File: src/rtl/timer_ctrl.sv
// Two-digit BCD up-counter with prescaled tick, start/stop/clear control and target match.
// IDLE/RUN/PAUSE/DONE sequencing; every output is taken straight from a register.
module timer_ctrl #(
    parameter int unsigned TICK_DIV = 10
) (
    input  logic       clk,
    input  logic       rstn,
    input  logic       start,
    input  logic       stop,
    input  logic       clear,
    input  logic [7:0] target,
    output logic [3:0] ones,
    output logic [3:0] tens,
    output logic [1:0] state,
    output logic       running,
    output logic       done,
    output logic       err
);

    typedef enum logic [1:0] {
        IDLE  = 2'b00,
        RUN   = 2'b01,
        PAUSE = 2'b10,
        DONE  = 2'b11
    } state_t;

    localparam logic [15:0] PRESC_MAX = 16'(TICK_DIV - 1);

    state_t      state_q, state_d;
    logic [3:0]  ones_q, ones_d, tens_q, tens_d;
    logic [15:0] presc_q, presc_d;
    logic [7:0]  tgt_q, tgt_d;
    logic        running_q, running_d;
    logic        done_q, done_d;
    logic        err_q, err_d;

    logic        tgt_ok;
    logic [3:0]  ones_inc, tens_inc;

    assign tgt_ok   = (target[7:4] <= 4'd9) && (target[3:0] <= 4'd9);
    assign ones_inc = (ones_q == 4'd9) ? 4'd0 : ones_q + 4'd1;
    assign tens_inc = (ones_q != 4'd9) ? tens_q :
                      (tens_q == 4'd9) ? 4'd0 : tens_q + 4'd1;

    always_comb begin
        state_d = state_q;
        ones_d  = ones_q;
        tens_d  = tens_q;
        presc_d = presc_q;
        tgt_d   = tgt_q;
        done_d  = 1'b0;
        err_d   = 1'b0;
        if (clear) begin
            state_d = IDLE;
            ones_d  = 4'd0;
            tens_d  = 4'd0;
            presc_d = 16'd0;
        end else begin
            case (state_q)
                IDLE, DONE: begin
                    // A rejected start leaves state, count and latched target untouched.
                    if (start) begin
                        if (tgt_ok) begin
                            state_d = RUN;
                            ones_d  = 4'd0;
                            tens_d  = 4'd0;
                            presc_d = 16'd0;
                            tgt_d   = target;
                        end else begin
                            err_d = 1'b1;
                        end
                    end
                end
                RUN: begin
                    if (stop) begin
                        state_d = PAUSE;
                    end else if (presc_q == PRESC_MAX) begin
                        presc_d = 16'd0;
                        ones_d  = ones_inc;
                        tens_d  = tens_inc;
                        if ({tens_inc, ones_inc} == tgt_q) begin
                            state_d = DONE;
                            done_d  = 1'b1;
                        end
                    end else begin
                        presc_d = presc_q + 16'd1;
                    end
                end
                PAUSE: begin
                    if (start && !stop) state_d = RUN;
                end
                default: state_d = IDLE;
            endcase
        end
        running_d = (state_d == RUN);
    end

    always_ff @(posedge clk or negedge rstn) begin
        if (!rstn) begin
            state_q   <= IDLE;
            ones_q    <= 4'd0;
            tens_q    <= 4'd0;
            presc_q   <= 16'd0;
            tgt_q     <= 8'h00;
            running_q <= 1'b0;
            done_q    <= 1'b0;
            err_q     <= 1'b0;
        end else begin
            state_q   <= state_d;
            ones_q    <= ones_d;
            tens_q    <= tens_d;
            presc_q   <= presc_d;
            tgt_q     <= tgt_d;
            running_q <= running_d;
            done_q    <= done_d;
            err_q     <= err_d;
        end
    end

    assign state   = state_q;
    assign ones    = ones_q;
    assign tens    = tens_q;
    assign running = running_q;
    assign done    = done_q;
    assign err     = err_q;

endmodule

File: config.mk
export PLATFORM = sky130hd
export DESIGN_NAME = timer_ctrl
export DESIGN_NICKNAME = d
export VERILOG_FILES = /design/src/rtl/timer_ctrl.sv
export SDC_FILE = /design/constraint.sdc
export NUM_CORES = 1
export LEC_CHECK = 0
export BUFFER_PORTS_ARGS = -buffer_cell sky130_fd_sc_hd__clkbuf_2
export CELL_PAD_IN_SITES_DETAIL_PLACEMENT = 1
export CELL_PAD_IN_SITES_GLOBAL_PLACEMENT = 1
export CORE_MARGIN = 4
export CORE_UTILIZATION = 48
export CTS_CLUSTER_SIZE = 24
export DETAILED_ROUTE_END_ITERATION = 10
export HOLD_SLACK_MARGIN = 0.15
export PLACE_DENSITY = 0.87
export RECOVER_POWER = 50
export SLEW_MARGIN = 20
export SYNTH_ARGS = -nofsm -noshare
export SYNTH_HDL_FRONTEND = slang
export SYNTH_SLANG_ARGS = --single-unit
File: constraint.sdc
create_clock -name clk -period 3.4 [get_ports clk]
set_input_delay 0.68 -clock clk [delete_from_list [all_inputs] [get_ports clk]]
set_output_delay 0.68 -clock clk [all_outputs]
set_load 0.005 [all_outputs]
==> summary.md <==
| Metric | Value |
|---|---|
| Final Routed Wirelength | 5277 µm |
| Clock power share | 0.237 |
| EDFF count, synth | 0 |
| Failing checks | max-capacitance violations, max-slew violations |
| Worst EP arrival | approximately 2.7 ns |
| Register area | a little over 900 µm² |
| Comb pwr share | 0.317 |
| Seq/Total Area, Yosys | 0.4255 |
| Flop pwr share | 0.446 |
| Largest family of logic cells by synthesized area | simple AND/OR/NAND/NOR gates |
| Final period util | 0.7370 |
| Vias per std cell | roughly 5.9 |
| Dpl hpwl | around 3900 µm |
| Worst hold path type | reg2reg |
| N_diodes | 0 |
| Worst Skew | 0.004408 ns |
| # port buffers | 25 |
| XOR/XNOR Fraction of Synth Area | 0.07246 |
| Final std cells w/o fill | roughly 310 |
| CTS buffer count | 5 |
| FP Rows | 24 |
| CP Capture Point | running |
| Clock slew at reported path FFs | 0.08 ns |
| Setup Buffers After CTS | 0 |
| Slew @ Worst Pin | 2.006 ns |
| Multiplexer area fraction after synthesis | 0.04140 |
| Sink Count | 37 |
| Post-Synth Simple-Gate Area | 0.2306 |
| Placed Cells incl. Taps | 301 |
| Peak VDD IR | 0.0003064 V |
| Remaining Overflow, GRT | 0 |
| Crit start category | flop |
| Multi-input gate area | ~1200 µm² |
| Register bit total from synthesis | 37 |
| Synth unique cells | 48 |
| R2r worst-path depth | 9 |
| DRT iter0 DRCs | between 90 and 100 |
| Power density cells | around 540 nW/µm² |
| Power Internal | a little over 800 µW |
| GRT Total Usage | 0.2077 |
| H-tree levels | 2 |
| ANT nets after route | 0 |
| Pin count of the biggest net entering global routing | 38 |
| CTS Root Cell | clkbuf_8 |
| CP Data Required Time | approximately 3.6 ns |
| Worst r2r src | presc_q[1] |
| Switching Power | about 500 µW |
| Setup Total Neg Slack | 0 ns |
| Cell area after layout | between 2000 and 2500 µm² |
| Synth-to-Final Area Change | 11.04% |
| DIE HEIGHT | around 75 µm |
| Switch share | 0.3730 |
| Share of cells above drive strength 1 | 0.1751 |
| Vias in the first global route | 1863 |
| Adder-Cell Fraction of Synth Area | 0.03450 |
| Worst skew pair latency | about 0.3 ns |
| Initial antenna violation count | 0 |
| Slew Viols, Final | 38 |
| Synth Warn # | 0 |
| DR pass1 iterations | 4 |
| TritonCTS clock tree | yes |
| Drc violations | 0 |
| RSZ-0062 raised after global routing | false |
| # hold bufs at CTS | 0 |
| Top_reg_cell synth | dfrtp_1 |
| Min cycle time layout | about 2.5 ns |
| Max cap viols | 1 |
| R2r setup slk | a little under 0.9 ns |
| Synth Area in Compound Gates | 0.1633 |
| Placement Cell Area | roughly 2300 µm² |
| Most frequent cells in the layout | 37 x dfrtp_1, 23 x nand2_1, 22 x nor2_1, 20 x o21ai_0, 19 x clkbuf_2 |
| Cell Area, Synth | between 2000 and 2500 µm² |
| Die Width | 75.33 µm |
| Final Hold Fails | 0 |
| Nets | between 200 and 300 |
| First-pass GRT wire length | roughly 8900 µm |
| Initial Util | 0.4963 |
| Leakage | between 1 and 1.5 nW |
| Setup CP Type | reg2reg |
| Most common cell after layout, fill and taps aside | dfrtp_1 |
| Asr flop ratio synth | 1.000 |
| Via count | ~1800 |
| Syn_area_per_cell | about 9.5 µm² |
| RR Endpoint | running |
| Core area | approximately 4400 µm² |
| Post-Syn Nets | approximately 250 |
| Status | finished, violations left |
| Final Wtd Congestion | 0.8633 |
| Avg WL per Cell | approximately 17 µm |
| Crit. End Element | flop |
| Post-Syn Instances | 230 |
| CTS max path bufs | 2 |
| # IOs | 26 |
| Die area | approximately 5700 µm² |
| Fmax | between 300 and 400 MHz |
| Final setup viols | 0 |
| Fillers | ~520 |
| Worst Setup SP | presc_q[1] |
| Slew Limit Headroom | -0.3376 |
| CTS resizes | 0 |
| Worst-path fanout max | 4 |
critical path: stages (launching register included):
cell       delay (ns)
dfrtp_1          0.42
inv_1            0.08
ha_1             0.13
nor4bb_1         0.36
nand4_1          0.26
nor3_1           0.23
o2111a_1         0.25
nand4_2          0.13
o2111a_1         0.21
a2111oi_2        0.31
worst min path at each step:
stage,from,to,slack (ns),depth (start not counted)
after floorplan,rstn,done,0.38,0
after global routing,tgt_q[7],tgt_q[7],0.56,1
final,tgt_q[0],tgt_q[0],0.54,1
after global placement,tgt_q[3],tgt_q[3],0.51,1
after detailed placement,tgt_q[0],tgt_q[0],0.52,1
after CTS,rstn,presc_q[7],0.54,1
cells in the mapped netlist (4+ instances only):
library cell  number  area share
a21oi_1            9       0.021
clkbuf_1           4      0.0069
dfrtp_1           37        0.43
ha_1               6       0.035
inv_1              9       0.016
mux2_2             8       0.041
nand2_1           23       0.040
nand2b_1           5       0.014
nand3_1           10       0.023
nor2_1            22       0.038
nor3_1             4      0.0092
o21ai_0           20       0.046
or3_1              4       0.011
xnor2_1            6       0.024
xor2_1            12       0.048
metrics by stage:
| stage | util | worst slack, ns | hold WS, ns | power, mW |
|---|---|---|---|---|
| after floorplan | - | 1.214 | 0.3844 | 0.8729 |
| after global placement | 0.5331 | 0.9852 | 0.5145 | 0.9874 |
| after detailed placement | 0.5331 | 0.9208 | 0.5175 | 1.014 |
| after CTS | 0.5528 | 0.9261 | 0.5374 | 1.325 |
| after global routing | 0.5511 | 0.7208 | 0.5623 | 1.397 |
| final | 0.5511 | 0.8944 | 0.5391 | 1.312 |
kinds of logic after synthesis:
family	Yosys count
flops	37
mux	8
xor+xnor	18
fa+ha+maj	6
compound gates	53
buf+inv	16
simple gates	92
power by group through the flow:
stage	combinational [mW]	sequential, mW	clock (mW)
5_1_grt	0.465	0.596	0.337
3_5_place_dp	0.420	0.593	0
6_report	0.416	0.586	0.311
4_1_cts	0.423	0.585	0.317
2_1_floorplan	0.308	0.565	0
3_3_place_gp	0.399	0.589	0
per-layer routing:
| layer | part of all wire | routed length (µm) | GRT usage | vias to the layer above |
|---|---|---|---|---|
| met5 | 0 | 0 | 0 | - |
| met4 | 0.016 | 82 | 0.06796 | 0 |
| met3 | 0.025 | 133 | 0.04485 | 8 |
| met2 | 0.49 | 2601 | 0.3471 | 22 |
| met1 | 0.47 | 2460 | 0.2679 | 920 |
| li1 | - | - | - | 867 |
sequential cells by signal, summed over array words and instances (netlist names):
| name | cells |
|---|---|
| tens | 4 |
| tgt_q | 8 |
| done | 1 |
| state | 2 |
| presc_q | 16 |
| err | 1 |
| ones | 4 |
| running | 1 |
final cells by class:
cell class / count / area share
clock buffer: 5 / 0.02848
clock inverter: 3 / 0.007250
inverter: 9 / 0.01398
multi-input combinational: 177 / 0.4883
sequential: 37 / 0.3832
tap: 52 / 0.02693
timing repair buffer: 26 / 0.05179
Power figures use the tool's default switching activity.
